$ cat src/rtl/board_regs_gen.sv
// board_regs_gen: channel-0 (board-level) register file for FPGA1394 motor-controller boards.
//
// Parameters:
//   NUM_CH          number of amplifier channels (1..8)
//   WDOG_DIV_WIDTH  watchdog prescaler width; one tick every 2^WDOG_DIV_WIDTH sysclk cycles
//   VERSION         hard-wired board version word (address 4)
//   FW_VERSION      firmware version word (address 7)
//
// Ports:
//   sysclk        system clock
//   reset         synchronous, active-low reset
//   reg_addr      register address; board space when reg_addr[7:4] == 0
//   reg_wdata     write data
//   wr_en         single-cycle write strobe (any address also kicks the watchdog)
//   reg_rdata     registered read data, one cycle after the address is presented
//   fault         amplifier fault inputs, active-high
//   neg_limit     negative limit switch inputs
//   pos_limit     positive limit switch inputs
//   home          home switch inputs
//   board_id      rotary switch board ID
//   amp_disable   amplifier disables, 1 = disabled
//   dout          digital outputs
//   relay_on      safety relay enable
//   pwr_enable    motor power enable
//   wdog_timeout  watchdog expired flag
module board_regs_gen #(
  parameter int unsigned NUM_CH         = 4,
  parameter int unsigned WDOG_DIV_WIDTH = 8,
  parameter logic [31:0] VERSION        = 32'h514C4131,
  parameter logic [31:0] FW_VERSION     = 32'h02
) (
  input  logic              sysclk,
  input  logic              reset,
  input  logic [7:0]        reg_addr,
  input  logic [31:0]       reg_wdata,
  input  logic              wr_en,
  output logic [31:0]       reg_rdata,
  input  logic [NUM_CH-1:0] fault,
  input  logic [NUM_CH-1:0] neg_limit,
  input  logic [NUM_CH-1:0] pos_limit,
  input  logic [NUM_CH-1:0] home,
  input  logic [3:0]        board_id,
  output logic [NUM_CH-1:0] amp_disable,
  output logic [NUM_CH-1:0] dout,
  output logic              relay_on,
  output logic              pwr_enable,
  output logic              wdog_timeout
);

  localparam logic [3:0] AddrStatus  = 4'd0;
  localparam logic [3:0] AddrTimeout = 4'd3;
  localparam logic [3:0] AddrVersion = 4'd4;
  localparam logic [3:0] AddrDigiout = 4'd6;
  localparam logic [3:0] AddrFwVer   = 4'd7;
  localparam logic [3:0] AddrDigiin  = 4'd10;
  localparam logic [3:0] AddrFault   = 4'd11;

  logic [NUM_CH-1:0]         dis_q, dis_d;
  logic [NUM_CH-1:0]         fault_latch_q, fault_latch_d;
  logic [NUM_CH-1:0]         dout_q, dout_d;
  logic                      relay_q, relay_d;
  logic                      pwr_q, pwr_d;
  logic                      wdog_q, wdog_d;
  logic [15:0]               period_q, period_d;
  logic [15:0]               count_q, count_d;
  logic [WDOG_DIV_WIDTH-1:0] presc_q, presc_d;
  logic [31:0]               rdata_q, rdata_d;

  logic        board_wr;
  logic        wr_status, wr_timeout, wr_digiout, wr_fault;
  logic        tick;
  logic        wdog_rise;
  logic [7:0]  dis_n8;
  logic [7:0]  latch8;
  logic [31:0] rd_map;

  assign board_wr   = wr_en && (reg_addr[7:4] == 4'd0);
  assign wr_status  = board_wr && (reg_addr[3:0] == AddrStatus);
  assign wr_timeout = board_wr && (reg_addr[3:0] == AddrTimeout);
  assign wr_digiout = board_wr && (reg_addr[3:0] == AddrDigiout);
  assign wr_fault   = board_wr && (reg_addr[3:0] == AddrFault);

  assign tick = &presc_q;

  // Watchdog: any write kicks it; a kick in the same cycle as a tick wins.
  always_comb begin
    presc_d  = presc_q + 1'b1;
    period_d = period_q;
    count_d  = count_q;
    wdog_d   = wdog_q;
    if (wr_timeout) begin
      period_d = reg_wdata[15:0];
    end
    if (wr_en) begin
      count_d = 16'd0;
      wdog_d  = 1'b0;
    end else if (period_q == 16'd0) begin
      count_d = 16'd0;
    end else if (tick) begin
      // count saturates at period; reaching a tick while saturated expires the watchdog
      if (count_q < period_q) begin
        count_d = count_q + 16'd1;
      end else begin
        wdog_d = 1'b1;
      end
    end
  end

  assign wdog_rise = wdog_d & ~wdog_q;

  // Channel enables and fault latches: a live fault (or a watchdog expiry) beats a host write.
  always_comb begin
    dis_d         = dis_q;
    fault_latch_d = fault_latch_q;
    for (int i = 0; i < NUM_CH; i++) begin
      if (wr_status && reg_wdata[8+i]) begin
        dis_d[i] = ~reg_wdata[i];
      end
      if (wr_fault && reg_wdata[i]) begin
        fault_latch_d[i] = 1'b0;
      end
      if (fault[i]) begin
        dis_d[i]         = 1'b1;
        fault_latch_d[i] = 1'b1;
      end
      if (wdog_rise) begin
        dis_d[i] = 1'b1;
      end
    end
  end

  always_comb begin
    relay_d = wr_status ? reg_wdata[16] : relay_q;
    pwr_d   = wr_status ? reg_wdata[17] : pwr_q;
    dout_d  = wr_digiout ? reg_wdata[NUM_CH-1:0] : dout_q;
  end

  // Read map, zero-extending per-channel fields to their 8-bit slots.
  always_comb begin
    dis_n8                = 8'd0;
    dis_n8[NUM_CH-1:0]    = ~dis_q;
    latch8                = 8'd0;
    latch8[NUM_CH-1:0]    = fault_latch_q;
    rd_map                = 32'd0;
    case (reg_addr[3:0])
      AddrStatus:  rd_map = {6'd0, pwr_q, relay_q, board_id, wdog_q, 3'd0, latch8, dis_n8};
      AddrTimeout: rd_map = {16'd0, period_q};
      AddrVersion: rd_map = VERSION;
      AddrDigiout: rd_map[NUM_CH-1:0] = dout_q;
      AddrFwVer:   rd_map = FW_VERSION;
      AddrDigiin:  rd_map[3*NUM_CH-1:0] = {home, pos_limit, neg_limit};
      AddrFault:   rd_map[NUM_CH-1:0] = fault_latch_q;
      default:     rd_map = 32'd0;
    endcase
    // read data is frozen while the bus is writing board registers
    rdata_d = board_wr ? rdata_q : rd_map;
  end

  always_ff @(posedge sysclk) begin
    if (!reset) begin
      dis_q         <= '1;
      fault_latch_q <= '0;
      dout_q        <= '0;
      relay_q       <= 1'b0;
      pwr_q         <= 1'b0;
      wdog_q        <= 1'b0;
      period_q      <= 16'd0;
      count_q       <= 16'd0;
      presc_q       <= '0;
      rdata_q       <= 32'd0;
    end else begin
      dis_q         <= dis_d;
      fault_latch_q <= fault_latch_d;
      dout_q        <= dout_d;
      relay_q       <= relay_d;
      pwr_q         <= pwr_d;
      wdog_q        <= wdog_d;
      period_q      <= period_d;
      count_q       <= count_d;
      presc_q       <= presc_d;
      rdata_q       <= rdata_d;
    end
  end

  assign reg_rdata    = rdata_q;
  assign amp_disable  = dis_q | {NUM_CH{wdog_q}};
  assign dout         = dout_q;
  assign relay_on     = relay_q;
  assign pwr_enable   = pwr_q;
  assign wdog_timeout = wdog_q;

endmodule

$ cat config.mk
export PLATFORM = sky130hd
export DESIGN_NAME = board_regs_gen
export DESIGN_NICKNAME = d
export VERILOG_FILES = /design/src/rtl/board_regs_gen.sv
export SDC_FILE = /design/constraint.sdc
export NUM_CORES = 1
export LEC_CHECK = 0
export ABC_AREA = 1
export CAP_MARGIN = 20
export CORE_MARGIN = 2
export CORE_UTILIZATION = 53
export DETAILED_ROUTE_END_ITERATION = 10
export PLACE_DENSITY = 0.86
export RECOVER_POWER = 25
export SETUP_SLACK_MARGIN = 0.15
export SYNTH_ARGS = -nofsm -noshare
export SYNTH_HDL_FRONTEND = slang
export SYNTH_SLANG_ARGS = --single-unit
export TNS_END_PERCENT = 5
$ cat constraint.sdc
create_clock -name sysclk -period 3.4 [get_ports sysclk]
set_input_delay 0.68 -clock sysclk [delete_from_list [all_inputs] [get_ports sysclk]]
set_output_delay 0.68 -clock sysclk [all_outputs]
set_load 0.01 [all_outputs]
Word level (Yosys, flattened, before mapping)
Cells that the tools add are included.
{"block": "op_classes", "add_sub_neg": 2, "order_cmp": 1, "n_eq_ne": 6, "n_mux": 15, "bitwise": 9, "reduce_logical": 27}
{"operator": "$pmux W19 S3", "count": 1}
{"operator": "$pmux W8 S4", "count": 1}
{"operator": "$pmux W4 S7", "count": 1}
{"operator": "$add A16 B1 Y16 const B", "count": 1}
{"operator": "$logic_not A16 Y1", "count": 1}
{"operator": "$lt A16 B16 Y1", "count": 1}
{"operator": "$reduce_or A3 Y1", "count": 5}
{"operator": "$logic_and A1 B1 Y1", "count": 13}
{"operator": "$eq A4 B3 Y1 const B", "count": 3}
{"operator": "$mux W1", "count": 12}
{"operator": "$reduce_and A9 Y1", "count": 1}
{"operator": "$add A8 B1 Y8 const B", "count": 1}
{"operator": "$eq A4 B4 Y1 const B", "count": 2}
{"operator": "$logic_not A4 Y1", "count": 2}
{"operator": "$reduce_and A8 Y1", "count": 1}
{"operator": "$reduce_bool A2 Y1", "count": 4}
{"operator": "$not A1 Y1", "count": 6}
{"operator": "$eq A4 B2 Y1 const B", "count": 1}
{"operator": "$not A4 Y4", "count": 1}
{"operator": "$or A4 B4 Y4", "count": 1}
{"operator": "$and A1 B1 Y1", "count": 1}
{"block": "totals", "reg_bits": 87, "input_bits": 63, "out_inout_bits": 43, "elab_cells": 76}

Logic depth before layout (Yosys ltp)
{"block": "logic_depth", "word_depth": 7, "ltp_mapped": 13, "ltp_nobuf": 12}

Worst setup path before layout
Ideal clock, no wire load.
{"block": "synth_timing", "path_kind": "input-to-reg", "start": "in reg_addr[7]", "end": "reg period_q[12]", "setup_time_ns": 0.119, "t_arrival_ns": 1.729, "required_time_ns": 3.281, "slack_ns": 1.552, "stages": 7, "n_path_buf": 1, "path_cell_list": "nor4_4 -> inv_2 -> nor2_4 -> inv_2 -> buf_2 -> o21ai_1 -> a21oi_1"}
{"block": "synth_via", "elab_chain_len": 3}
{"element": "from (decl)", "line_no": "34", "rtl": "input logic [7:0] reg_addr,"}
{"element": "$logic_not A4 Y1", "line_no": "77", "rtl": "assign board_wr = wr_en && (reg_addr[7:4] == 4'd0);"}
{"element": "$logic_and A1 B1 Y1", "line_no": "77"}
{"element": "$logic_and A1 B1 Y1", "line_no": "79", "rtl": "assign wr_timeout = board_wr && (reg_addr[3:0] == AddrTimeout);"}
{"element": "to (signal assigned)", "line_no": "178", "rtl": "period_q <= period_d;"}
{"element": "to (decl)", "line_no": "64", "rtl": "logic [15:0] period_q, period_d;"}
No other way between the ends.
A chain may end at the register's enable or synchronous reset.

Worst setup path in the final report
{"block": "layout_timing", "start": "in reset", "end": "reg presc_q[2]"}
{"element": "from (decl)", "line_no": "33", "rtl": "input logic reset,"}
{"element": "to (signal assigned)", "line_no": "180", "rtl": "presc_q <= presc_d;"}
{"element": "to (decl)", "line_no": "66", "rtl": "logic [WDOG_DIV_WIDTH-1:0] presc_q, presc_d;"}
No word-level cell between the ends.

==> results.rst <==
.. list-table::
   :header-rows: 1

   * - Metric
     - Value
   * - Outcome
     - finished clean
   * - Worst-Margin Slew
     - 1.481 ns
   * - Initial Util
     - 0.5549
   * - Antenna diode count
     - 0
   * - Core ar.
     - 7331 µm²
   * - Cell area power density
     - 346.8 nW/µm²
   * - Final hold vios
     - 0
   * - Seq cells post-synth
     - 79
   * - Routed via count
     - 4185
   * - Portion of the clock cycle consumed by the worst path in the final layout
     - 0.8039
   * - Max-Cap Viols
     - 0
   * - Grt met2 use
     - 0.4436
   * - Worst slack at placement
     - 0.5054 ns
   * - Fraction of post-synthesis cell area in the top cell type by area
     - 0.3888
   * - Reg-to-reg setup timing slack
     - 1.12 ns
   * - Register cell area after layout
     - 1582 µm²
   * - Avg Cell Area, Syn
     - 7.025 µm²
   * - Most frequent cells in the layout
     - sky130_fd_sc_hd__nand2_1 (133), sky130_fd_sc_hd__dfxtp_1 (79), sky130_fd_sc_hd__a21oi_1 (76)
   * - RSZ-0062 raised after global routing
     - no
   * - Sum of negative setup slack
     - 0 ns
   * - Vias per Instance
     - 5.514
   * - Final slew viol count
     - 0
   * - Cell Rows
     - 31
   * - Port Buf Inserts
     - 85
   * - Cell types occupying the most area after synthesis
     - sky130_fd_sc_hd__dfxtp_1 (39%), sky130_fd_sc_hd__nand2_1 (12%), sky130_fd_sc_hd__a21oi_1 (9.4%)
   * - Sum of net half-perimeters after detailed placement
     - 8.202 mm
   * - Fraction of layout cells with a size suffix above 1
     - 0.04848
   * - Count of hold-fix buffers inserted at cts
     - 0
   * - Crit path setup slack, layout
     - 0.6666 ns
   * - CTS Buf Count
     - 9
   * - Reg clk slew, reported paths
     - 0.08 ns
   * - Width of the die
     - 91.61 µm
   * - Max transition margin
     - 0.01289
   * - Leakage Power
     - 0.002001 µW
   * - Count of distinct cell types in the synthesized netlist
     - 34
   * - Clock tree from TritonCTS
     - yes
   * - Fmax
     - 365.8 MHz
   * - Seq/Total Area, Yosys
     - 0.3888
   * - R2R depth
     - 9
   * - Clock tree sinks
     - 79
   * - Global-route total usage across every layer
     - 0.2692
   * - Final estimated routing congestion in global placement
     - 0.8775
   * - Startpoint of the worst register-to-register path
     - count_q[5]
   * - Level count of the clock H-tree
     - 3
   * - Fill cell count
     - 601
   * - Largest fanout on the critical path
     - 38
   * - Worst-case hold path end point
     - presc_q[0]
   * - DRC violation count after routing
     - 0
   * - Post-CTS resize count
     - 0
   * - Endpoint class of the critical path
     - flip-flop
   * - Most common cell after layout, fill and taps aside
     - sky130_fd_sc_hd__nand2_1
   * - Number of antenna violations at the first check in global routing
     - 0
   * - CTS max path bufs
     - 2
   * - Hold path start
     - presc_q[0]
   * - Insertion delay of the later-clocked pin in the worst-skew pair
     - 0.35 ns
   * - Largest vdd supply drop
     - 199.4 µV
   * - End of the worst register-to-register path
     - count_q[6]
   * - Final worst hold slack
     - 0.4639 ns
   * - Yosys warning total
     - 0
   * - Io pins
     - 106
   * - Detailed-routing iteration count for the pre-antenna-repair pass
     - 5
   * - Arrival time reported for the critical path endpoint
     - 3.01 ns
   * - Growth of design area from synthesis to finish
     - 25.93%
   * - Die Footprint
     - 8391 µm²
   * - Number of instances in the synthesized netlist
     - 579
   * - Overflow after GRT
     - 0
   * - Startpoint type of the worst setup path
     - input pin
   * - Die Height
     - 91.61 µm
   * - Pin count of the biggest net entering global routing
     - 39
   * - DRC violation total after the first TritonRoute iteration
     - 255
   * - Fraction of met3 tracks used by global routing
     - 0.03983
   * - Drt wl/cell
     - 14.69 µm
   * - Final #Nets
     - 735
   * - Total wire length after detailed routing
     - 11.15 mm
   * - Vias in the first global route
     - 3862
   * - Cell depth of the worst min-delay path
     - 1
   * - Multi-input gate area
     - 2115 µm²
   * - Global-route layer with the greatest usage
     - met2
   * - Antenna-violating nets left
     - 0
   * - M1 GR Usage
     - 0.3558
   * - Classification of the worst-slack hold path
     - reg -> reg
   * - Post-synth top area cell
     - sky130_fd_sc_hd__dfxtp_1
   * - Min Tclk post-route
     - 2.733 ns
   * - Post-synthesis cell area
     - 4068 µm²
   * - Worst clock skew on the final layout
     - 0.008553 ns
   * - Critical path class
     - in -> reg
   * - Required @ worst endpoint
     - 3.67 ns
   * - Buffers inserted during post-CTS setup optimization
     - 0
   * - First-pass GRT wire length
     - 18.29 mm
   * - Total setup violations reported at the end of the flow
     - 0
   * - Clock root buffer
     - sky130_fd_sc_hd__clkbuf_8
[cells by family (layout without fill, tap and decap cells)]
| family | after synthesis | after routing | share of synthesized area |
|---|---|---|---|
| AOI/OAI and AO/OA | 133 | 133 | 0.1701 |
| xor gates and xnor gates | 9 | 9 | 0.01938 |
| adders and majority gates | 17 | 17 | 0.05229 |
| buffers and inverters | 92 | 168 | 0.09597 |
| DFF | 79 | 79 | 0.3888 |
| other | 1 | 6 | 0.0009219 |
| and+or+nand+nor | 248 | 248 | 0.2725 |
[worst max-delay path, stage by stage]
cell and delay, ns:
sky130_fd_sc_hd__dlygate4sd3_1 0.54, sky130_fd_sc_hd__clkbuf_1 1.08, sky130_fd_sc_hd__clkinv_1 0.19, sky130_fd_sc_hd__buf_4 0.29, sky130_fd_sc_hd__nor3_1 0.20
[sequential cells by signal, summed over array words and instances, names as in the netlist]
name,cells
count_q,16
pwr_enable,1
presc_q,8
relay_on,1
dis_q,4
wdog_timeout,1
fault_latch_q,4
reg_rdata,24
period_q,16
dout,4
[report_power, final]
group,switching (µW),leakage (µW),internal (µW)
clock,345,0.0000960,337
combinational,73.7,0.00127,75.6
sequential,8.52,0.000639,936
total,427,0.00200,1350
[worst max path at each step]
stage                 from      endpoint  slack, ns  depth (start not counted)
2_1_floorplan  reg_addr[7]  period_q[12]       1.55                          7
3_3_place_gp         wr_en  period_q[12]       0.63                          8
3_5_place_dp         wr_en  period_q[15]       0.51                          8
4_1_cts              wr_en  period_q[15]       0.87                          8
5_1_grt              reset    presc_q[2]       0.42                          5
6_report             reset    presc_q[2]       0.67                          5
[layout make-up]
class | count | share of cell area
clock buffer | 10 | 0.02491
inverter | 63 | 0.04617
tap | 99 | 0.02418
multi-input combinational | 413 | 0.4128
timing repair buffer | 89 | 0.1712
sequential | 79 | 0.3087
clock inverter | 6 | 0.01197
[synth_stat cells]
cell                          n
sky130_fd_sc_hd__conb_1       1
sky130_fd_sc_hd__nand3b_1     1
sky130_fd_sc_hd__inv_1       59
sky130_fd_sc_hd__nor4_4       1
sky130_fd_sc_hd__a21oi_1     76
sky130_fd_sc_hd__o211ai_1     5
sky130_fd_sc_hd__nand2_1    133
sky130_fd_sc_hd__nor4_1       2
sky130_fd_sc_hd__nand2_2      2
sky130_fd_sc_hd__ha_1        17
sky130_fd_sc_hd__o21ai_0     37
sky130_fd_sc_hd__clkinv_1     1
sky130_fd_sc_hd__buf_2        6
sky130_fd_sc_hd__nand3_2      1
sky130_fd_sc_hd__dfxtp_1     79
sky130_fd_sc_hd__xor2_1       7
sky130_fd_sc_hd__o221ai_1     1
sky130_fd_sc_hd__nor2_2       1
sky130_fd_sc_hd__clkbuf_1    13
sky130_fd_sc_hd__nand4_1     22
sky130_fd_sc_hd__inv_2        3
sky130_fd_sc_hd__nor3_1      11
sky130_fd_sc_hd__o2111ai_1    2
sky130_fd_sc_hd__xnor2_1      2
sky130_fd_sc_hd__or2_2        3
sky130_fd_sc_hd__nand3_1     28
sky130_fd_sc_hd__buf_4       10
sky130_fd_sc_hd__and3_1       1
sky130_fd_sc_hd__o21ai_1     10
sky130_fd_sc_hd__and2_1       1
sky130_fd_sc_hd__nor2_1      38
sky130_fd_sc_hd__nor2_4       2
sky130_fd_sc_hd__nor3_2       1
sky130_fd_sc_hd__o22ai_1      2
[metrics by stage]
stage	std cells	cell area, µm²	util	total power [µW]
floorplan	584	4086	-	1029
global placement	743	4937	0.6735	1110
detailed placement	743	4937	0.6735	1114
CTS	759	5126	0.6993	1779
global route	759	5122	0.6988	1827
finish	759	5122	0.6988	1776
[per-layer routing]
metal,part of all wire,wire length [µm]
met3,0.074,820
met2,0.47,5235
met5,0,0
met1,0.43,4843
met4,0.023,254
No activity file was read; power rests on OpenSTA's default activity.
